--- config.mk ---
export PLATFORM = sky130hd
export DESIGN_NAME = ad9826_cfg_sequencer
export DESIGN_NICKNAME = d
export VERILOG_FILES = /design/src/rtl/ad9826_cfg_sequencer.sv
export SDC_FILE = /design/constraint.sdc
export NUM_CORES = 1
export LEC_CHECK = 0
export CAP_MARGIN = 30
export CORE_MARGIN = 2
export CORE_UTILIZATION = 44
export CTS_CLUSTER_DIAMETER = 30
export CTS_CLUSTER_SIZE = 24
export DETAILED_ROUTE_END_ITERATION = 12
export PLACE_DENSITY = 0.84
export SKIP_LAST_GASP = 1
export SLEW_MARGIN = 0
export SYNTH_ARGS = -nofsm -noshare
export SYNTH_HDL_FRONTEND = slang
export SYNTH_SLANG_ARGS = --single-unit
--- constraint.sdc ---
create_clock -name clk -period 3.8 [get_ports clk]
set_input_delay 0.38 -clock clk [delete_from_list [all_inputs] [get_ports clk]]
set_output_delay 0.38 -clock clk [all_outputs]
set_load 0.02 [all_outputs]
--- src/rtl/ad9826_cfg_sequencer.sv ---
// ad9826_cfg_sequencer
// Sequences all register traffic into the AD9826 serial configuration engine.
// After reset (or an init_start pulse) the eight AD9826 registers are written
// from init_image; afterwards host read/write requests are passed one at a time
// onto the single engine port.
//
// Optional feature: define AD9826_VERIFY_EN to read back every init write,
// compare it with init_image and rewrite up to RETRIES extra times.
//
// Ports
//   clk, rst_n        system clock, asynchronous active-low reset
//   init_start        pulse: rerun the init sequence (sampled in IDLE only)
//   init_image[71:0]  register k = init_image[9k+8:9k]
//   host_req/word     host request, held with word until host_ack
//   host_ack/rdata    one-cycle completion pulse, readback bits 8:0
//   eng_word/toggle   word and start request to the serial engine
//   eng_idle/rdata    engine idle (async, synchronised here), readback
//   init_done, busy, err  status (err is sticky until reset/init_start)
module ad9826_cfg_sequencer #(
  parameter int TIMEOUT_CYCLES = 4096,
  parameter int RETRIES        = 2
) (
  input  logic        clk,
  input  logic        rst_n,
  input  logic        init_start,
  input  logic [71:0] init_image,
  input  logic        host_req,
  input  logic [15:0] host_word,
  output logic        host_ack,
  output logic [8:0]  host_rdata,
  output logic [15:0] eng_word,
  output logic        eng_toggle,
  input  logic        eng_idle,
  input  logic [15:0] eng_rdata,
  output logic        init_done,
  output logic        busy,
  output logic        err
);

`ifdef AD9826_VERIFY_EN
  localparam bit VERIFY = 1'b1;
`else
  localparam bit VERIFY = 1'b0;
`endif

  localparam int TCW = $clog2(TIMEOUT_CYCLES + 1);
  localparam int RCW = (RETRIES < 1) ? 1 : $clog2(RETRIES + 1);
  localparam logic [TCW-1:0] TMO_LAST = TCW'(TIMEOUT_CYCLES - 1);
  localparam logic [RCW-1:0] RTRY_MAX = RCW'(RETRIES);

  typedef enum logic [2:0] {
    S_IDLE, S_INIT_LOAD, S_HOST_LOAD, S_VFY_LOAD, S_ASSERT, S_SHIFT, S_CAPTURE
  } state_t;

  state_t         state, state_nxt;
  logic [2:0]     idx;
  logic           is_host;   // current transaction belongs to the host
  logic           is_vfy;    // current init transaction is the readback
  logic [RCW-1:0] try_cnt;
  logic [TCW-1:0] tmo_cnt;
  logic           idle_meta, idle_s;
  logic [8:0]     init_word;
  logic           rd_mismatch, in_wait, tmo_hit;

  logic start_init, start_host, ld_init, ld_host, ld_vfy;
  logic tmo_abort, cap_host, cap_adv, cap_retry, cap_fail;

  // Bits intentionally ignored: engine readback above bit 8, host bits 11:9.
  logic unused_bits;
  assign unused_bits = &{1'b0, eng_rdata[15:9], host_word[11:9]};

  assign init_word   = init_image[9*int'(idx) +: 9];
  assign rd_mismatch = (eng_rdata[8:0] != init_word);
  assign in_wait     = (state == S_ASSERT) || (state == S_SHIFT);
  assign tmo_hit     = in_wait && (tmo_cnt == TMO_LAST);
  assign busy        = (state != S_IDLE);
  assign eng_toggle  = (state == S_ASSERT);

  always_comb begin
    state_nxt  = state;
    start_init = 1'b0;
    start_host = 1'b0;
    ld_init    = 1'b0;
    ld_host    = 1'b0;
    ld_vfy     = 1'b0;
    tmo_abort  = 1'b0;
    cap_host   = 1'b0;
    cap_adv    = 1'b0;
    cap_retry  = 1'b0;
    cap_fail   = 1'b0;
    case (state)
      S_IDLE: begin
        if (init_start) begin
          start_init = 1'b1;
          state_nxt  = S_INIT_LOAD;
        end else if (host_req && !host_ack) begin
          // host_ack guard: the host still holds req in its ack cycle
          start_host = 1'b1;
          state_nxt  = S_HOST_LOAD;
        end
      end
      S_INIT_LOAD: begin
        // Wait for the engine to be idle: after a reset mid-frame the engine
        // finishes its frame on its own before we may start a new one.
        if (idle_s) begin
          ld_init   = 1'b1;
          state_nxt = S_ASSERT;
        end
      end
      S_HOST_LOAD: begin
        ld_host   = 1'b1;
        state_nxt = S_ASSERT;
      end
      S_VFY_LOAD: begin
        ld_vfy    = 1'b1;
        state_nxt = S_ASSERT;
      end
      S_ASSERT: begin
        if (!idle_s) state_nxt = S_SHIFT;
        else if (tmo_hit) begin
          tmo_abort = 1'b1;
          state_nxt = S_IDLE;
        end
      end
      S_SHIFT: begin
        if (idle_s) state_nxt = S_CAPTURE;
        else if (tmo_hit) begin
          tmo_abort = 1'b1;
          state_nxt = S_IDLE;
        end
      end
      S_CAPTURE: begin
        if (is_host) begin
          cap_host  = 1'b1;
          state_nxt = S_IDLE;
        end else if (VERIFY && !is_vfy) begin
          state_nxt = S_VFY_LOAD;
        end else if (VERIFY && rd_mismatch && (try_cnt != RTRY_MAX)) begin
          cap_retry = 1'b1;
          state_nxt = S_INIT_LOAD;
        end else begin
          cap_adv   = 1'b1;
          cap_fail  = VERIFY && rd_mismatch;
          state_nxt = (idx == 3'd7) ? S_IDLE : S_INIT_LOAD;
        end
      end
      default: state_nxt = S_IDLE;
    endcase
  end

  always_ff @(posedge clk or negedge rst_n) begin
    if (!rst_n) begin
      state      <= S_INIT_LOAD;
      idx        <= '0;
      is_host    <= 1'b0;
      is_vfy     <= 1'b0;
      try_cnt    <= '0;
      tmo_cnt    <= '0;
      idle_meta  <= 1'b0;
      idle_s     <= 1'b0;
      eng_word   <= '0;
      host_ack   <= 1'b0;
      host_rdata <= '0;
      init_done  <= 1'b0;
      err        <= 1'b0;
    end else begin
      idle_meta <= eng_idle;
      idle_s    <= idle_meta;
      state     <= state_nxt;
      host_ack  <= 1'b0;

      // Counter restarts on every state change, so it clears on entry to
      // ASSERT and again on entry to SHIFT.
      if (state_nxt != state) tmo_cnt <= '0;
      else if (in_wait)       tmo_cnt <= tmo_cnt + 1'b1;

      if (start_init) begin
        idx       <= '0;
        is_host   <= 1'b0;
        try_cnt   <= '0;
        init_done <= 1'b0;
        err       <= 1'b0;
      end
      if (start_host) is_host <= 1'b1;

      if (ld_init) begin
        eng_word <= {1'b0, idx, 3'b000, init_word};
        is_vfy   <= 1'b0;
      end
      if (ld_host) eng_word <= {host_word[15:12], 3'b000, host_word[8:0]};
      if (ld_vfy) begin
        eng_word <= {1'b1, idx, 12'h000};
        is_vfy   <= 1'b1;
      end

      if (cap_host) begin
        host_ack   <= 1'b1;
        host_rdata <= eng_rdata[8:0];
      end
      if (tmo_abort && is_host) begin
        host_ack   <= 1'b1;
        host_rdata <= '0;
      end
      if (cap_retry) try_cnt <= try_cnt + 1'b1;
      if (cap_adv) begin
        try_cnt <= '0;
        idx     <= idx + 1'b1;
        if (idx == 3'd7) init_done <= 1'b1;
      end
      if (cap_fail || tmo_abort) err <= 1'b1;
    end
  end

endmodule

==> out/qor.yml, run 1 <==
reg2reg_slack_ps: 1650
detail_route.wl_per_cell_um: 16.7
tightestPinTransition_ps: 947
grt_first_pass_wirelength_um: 12500
run_status: "complete, no violations"
fin_worst_skew_ps: 4.15
power_per_cell_area_nw_per_um2: 562
synth_edf_count: 0
core_sq_um: 6280
critical_path.max_stage_delay_ps: 590
floorplan.die.width_um: 83.9
switching_power_mw: 0.895
drt_iter0_drc: 120
rows: 29
antenna_found_initial: 0
cap_viol_max_count: 0
report.final.slew_viol_count: 0
cts_max_path_buffers: 2
comb_pwr_share: 0.491
leading_area_contributor_after_synthesis: "dfrtp_1"
post_route_cells_drive_above_1_share: 0.113
avgViaCountPerCell: 5.46
critical-path-slowest-cell: "clkdlybuf4s50_1"
track_usage: 0.224
vdd_drop_max_v: 0.000545
ff2ff_path_depth: 5
buffers_inserted_during_post_cts_setup_optimization: 0
fin_tns_setup_ps: 0
cts_hold_buffers: 0
yosysMostFrequentCell: "dfrtp_1"
gp_congestion: 0.782
clock_sinks: 47
finalNetCount: 482
yosys-mux-area-fraction: 0.203
slew_headroom: 0.366
ordered_cell_list_for_the_critical_path: "nor3_1 > inv_1 > clkdlybuf4s50_1"
power.leakage_nw: 1.66
cts_repair_resize_count: 0
place_hpwl_um: 5940
synth-async-reset-ratio: 1.00
h_tree_levels: 2
synth_top_family_by_area: "multiplexers"
seqPwrFrac: 0.365
cell_internal_pwr_mw: 1.44
cts_buffers: 5
critPathArrivalTime_ps: 2100
die_y_um: 83.9
diodes: 0
netlist_top_cells_area: "dfrtp_1 (41%), mux4_2 (14%), mux2i_1 (4.6%)"
compound_gate_fraction_of_synth_area: 0.0918
cts_tree: "yes"
initial_core_util: 0.447
report.power.total_mw: 2.34
synth_top_area_share: 0.410
finalSetupViolCount: 0
placement.io_buffers: 125
worst_setup_hold_path_clk_slew_ps: 80
final-hold-violation-count: 0
synth_xor_area_frac: 0.0406
vias: 2444
synth_top_cells_by_count: "dfrtp_1 (46), nand2_1 (23), nor3_1 (19)"
critical_path_required_ps: 3420
detail_route.wirelength_um: 7470
synth-main-ff-cell: "dfrtp_1"
insertion_delay_ps: 300
boundary_pins: 139
first_global_vias: 2673
yosys_warnings: 0
grt-ovfl-total: 0
synth-simple-area-share: 0.172
post_synthesis_instance_area_sq_um: 2810
final_antenna_net_count: 0
grt_start_max_net_pins: 28
crit_path_start_kind: "flip-flop"
timing.fmax_mhz: 404
clockRootBuffer: "clkbuf_8"
dieArea_sq_um: 7040
pwr-share-clk: 0.143
synth_area_per_cell_sq_um: 11.0
hold_class: "in2async"
synth_adder_area_share: 0.0134
timing.critical_path.to_type: "output port"
final_period_minus_worst_setup_slack_ps: 2480
yosys_register_bits: 47
layout-area-overhead-vs-synth_pct: 48.1
synth_cell_types: 46
rr_startpoint: "tmo_cnt[5]"
drc: 0
rsz_0062_raised_after_global_routing: "false"
drtPass1Iterations: 4
post-route-period-util: 0.652
switching_share: 0.383
worst_r2r_endpoint: "host_rdata[3]"
critical_path.max_fanout: 19
synth-seq-area-share: 0.419
worst-setup-path-type: "reg2out"
instance_count_of_the_mapped_netlist: 255
## state kept, by name, indices dropped and copies added, names as in the netlist
register and count:
eng_word 13, err 1, host_ack 1, host_rdata 9
idle_meta 1, idle_s 1, idx 3, init_done 1
is_host 1, state 3, tmo_cnt 13
## worst max path at each step
stage | startpoint | slack [ps] | end
final | state[2] | 1320 | busy
after global routing | state[2] | 1210 | busy
after CTS | state[2] | 1320 | busy
after detailed placement | tmo_cnt[5] | 1630 | host_rdata[3]
after global placement | state[2] | 1690 | eng_toggle
after floorplan | tmo_cnt[5] | 2000 | host_rdata[0]
## through the flow
stage | worst slack, ps | util | instance area [sq um] | instances | hold slack [ps]
after floorplan | 2000 | - | 2820 | 257 | 84.4
after global placement | 1690 | 0.643 | 4030 | 439 | 335
after detailed placement | 1630 | 0.646 | 4050 | 440 | 347
after CTS | 1320 | 0.662 | 4160 | 448 | 42.3
after global routing | 1210 | 0.662 | 4160 | 448 | 62.2
final | 1320 | 0.662 | 4160 | 448 | 33.9
## power by group through the flow
stage          Sequential (mW)  Combinational, mW  Clock [mW]
2_1_floorplan            0.881              0.681           0
4_1_cts                  0.857               1.16       0.342
3_5_place_dp             0.867               1.16           0
3_3_place_gp             0.855               1.13           0
5_1_grt                  0.886               1.24       0.364
6_report                 0.854               1.15       0.335
## cells in the final DEF (no fill, tap or decap), types with 6 or more instances in the layout
cell type and instances:
clkdlybuf4s50_1 124, a21oi_1 17, mux4_2 18, xnor2_1 11, nor2_1 6, clkbuf_8 7
nor3_1 19, mux2i_1 13, dfrtp_1 46, nand3_1 18, a22oi_1 9, nand2_1 23
## cells by family after synthesis
family,after synthesis
other,1
AO/OA/AOI/OAI,40
multiplexers,34
AND/OR/NAND/NOR,89
buffers and inverters,28
XOR/XNOR,13
flip-flops,47
adder cells (fa/ha/maj),3
## per-layer routing
layer,vias to the layer above,GRT usage,part of all wire
met3,15,0.0762,0.080
li1,1163,-,-
met2,92,0.396,0.52
met1,1174,0.251,0.38
met5,-,0,0
met4,0,0.0806,0.023
## critical path, delay by kind of cell, from the launching register on
family	cells	cell delay (ps)
DFF	1	580
and+or+nand+nor	1	540
buffers and inverters	2	680
## cell type report
class	count	area, sq um
clock buffer	7	96.3
clock inverter	1	7.51
fill	511	2120
inverter	5	18.8
multi-input combinational	182	1470
sequential	47	1180
tap	77	96.3
timing repair buffer	129	1290
Power figures use the tool's default switching activity.
==> run 2: changes to the inputs <==
Settings changed: CORE_UTILIZATION 44 to 41, PLACE_DENSITY 0.84 to 0.78.
Clock period 3.8 ns to 2.6 ns, I/O delays scaled along.
==> out/qor.yml, run 2 (same netlist as run 1, synthesis figures left out) <==
final_common_cell: "clkdlybuf4s50_1"
fin_tns_setup_ps: 0
final-hold-violation-count: 0
timing.fmax_mhz: 437
report.power.total_mw: 3.57
switching_power_mw: 1.31
worst_setup_hold_path_clk_slew_ps: 90
rsz_0062_raised_after_global_routing: "false"
final_antenna_net_count: 0
critical_path_required_ps: 2340
timing.critical_path.to_type: "output port"
initial_core_util: 0.418
final_period_minus_worst_setup_slack_ps: 2290
insertion_delay_ps: 300
cts_tree: "yes"
comb_pwr_share: 0.474
grt_first_pass_wirelength_um: 12600
boundary_pins: 139
avgViaCountPerCell: 5.36
clock_sinks: 47
cts_hold_buffers: 1
layout-area-overhead-vs-synth_pct: 50.1
core_sq_um: 6720
h_tree_levels: 2
most-common-layout-cells: "clkdlybuf4s50_1 (124), dfrtp_1 (46), nand2_1 (23)"
clockRootBuffer: "clkbuf_8"
critical_path.max_fanout: 14
floorplan.die.width_um: 86.8
fin_worst_skew_ps: 9.50
track_usage: 0.215
placement.io_buffers: 125
ff2ff_path_depth: 5
gp_congestion: 0.774
place.detailed.instances: 445
finalSetupViolCount: 0
cap_viol_max_count: 0
first_global_vias: 2683
slew_headroom: 0.451
run_status: "complete, no violations"
grt-ovfl-total: 0
rows: 30
rr_startpoint: "tmo_cnt[5]"
tightestPinTransition_ps: 824
die_y_um: 86.8
buffers_inserted_during_post_cts_setup_optimization: 0
power.leakage_nw: 1.69
post-route-worst-setup-slack_ps: 313
grt_start_max_net_pins: 30
switching_share: 0.366
worstSetupStartpoint: "state[1]"
drt_iter0_drc: 123
power_per_cell_area_nw_per_um2: 847
worst-setup-path-type: "reg2out"
antenna_found_initial: 0
vias: 2435
crit_end: "busy"
detail_route.wirelength_um: 7450
post-place-ws_ps: 638
detail_route.wl_per_cell_um: 16.4
finalNetCount: 485
drtPass1Iterations: 4
reg2reg_slack_ps: 650
cts_max_path_buffers: 2
seqPwrFrac: 0.347
report.final.slew_viol_count: 0
cell_internal_pwr_mw: 2.26
crit_path_start_kind: "flip-flop"
critPathArrivalTime_ps: 2030
dieArea_sq_um: 7530
pwr-share-clk: 0.178
drc: 0
cts_buffers: 5
diodes: 0
worst_r2r_endpoint: "host_rdata[3]"
final_cell_count_no_fill: 454
hold_class: "reg2reg"
place_hpwl_um: 5920
post-route-period-util: 0.880
vdd_drop_max_v: 0.000405
top_regs: "eng_word: 13 flops, tmo_cnt: 13 flops, host_rdata: 9 flops"
cts_repair_resize_count: 0
finish.utilization: 0.627
post_route_cells_drive_above_1_share: 0.115
run 2: changes by cell type in the layout (fill, tap and decap cells not counted):
cell,previous run,this run
dlygate4sd3_1,0,1
bufinv_16,0,2
buf_4,3,5
clkbuf_8,7,5
clkbuf_1,0,1
clkinvlp_4,1,0
run 2: layout make-up:
cell class	instances	area (sq um)
Clock buffer	6	72.6
Clock inverter	2	60.1
Fill cell	555	2500
Inverter	5	18.8
Multi-Input combinational cell	182	1470
Sequential cell	47	1180
Tap cell	80	100
Timing Repair Buffer	132	1310
run 2: metrics by stage:
step	cell area (sq um)	hold WS [ps]
global route	4220	368
finish	4220	357
global placement	4050	335
detailed placement	4070	234
CTS	4220	364
floorplan	2820	-35.6
run 2: per-layer routing:
layer / wire, um / up-vias / global-route usage
met1: 2820 / 1162 / 0.247
met2: 3910 / 98 / 0.388
met5: 0 / - / 0
li1: - / 1170 / -
met4: 61 / 0 / 0.0384
met3: 653 / 5 / 0.0790
run 2: worst min-delay path by stage:
stage                   start  depth (start not counted)          end
detailed placement      rst_n                          1  tmo_cnt[10]
floorplan               rst_n                          0  eng_word[0]
finish              idle_meta                          0       idle_s
global placement    idle_meta                          0       idle_s
global route        idle_meta                          0       idle_s
CTS                 idle_meta                          0       idle_s
run 2: power groups by stage:
stage	clock network, mW	registers, mW	logic [mW]
after floorplan	0	1.29	0.995
after global placement	0	1.25	1.67
after detailed placement	0	1.26	1.70
after CTS	0.645	1.24	1.71
after global routing	0.679	1.29	1.85
final	0.637	1.24	1.69
run 2: worst max-delay path, stage by stage (launching register included):
cell and delay [ps]:
dfrtp_1 520, nor3_1 550, inv_1 80, clkdlybuf4s50_1 580
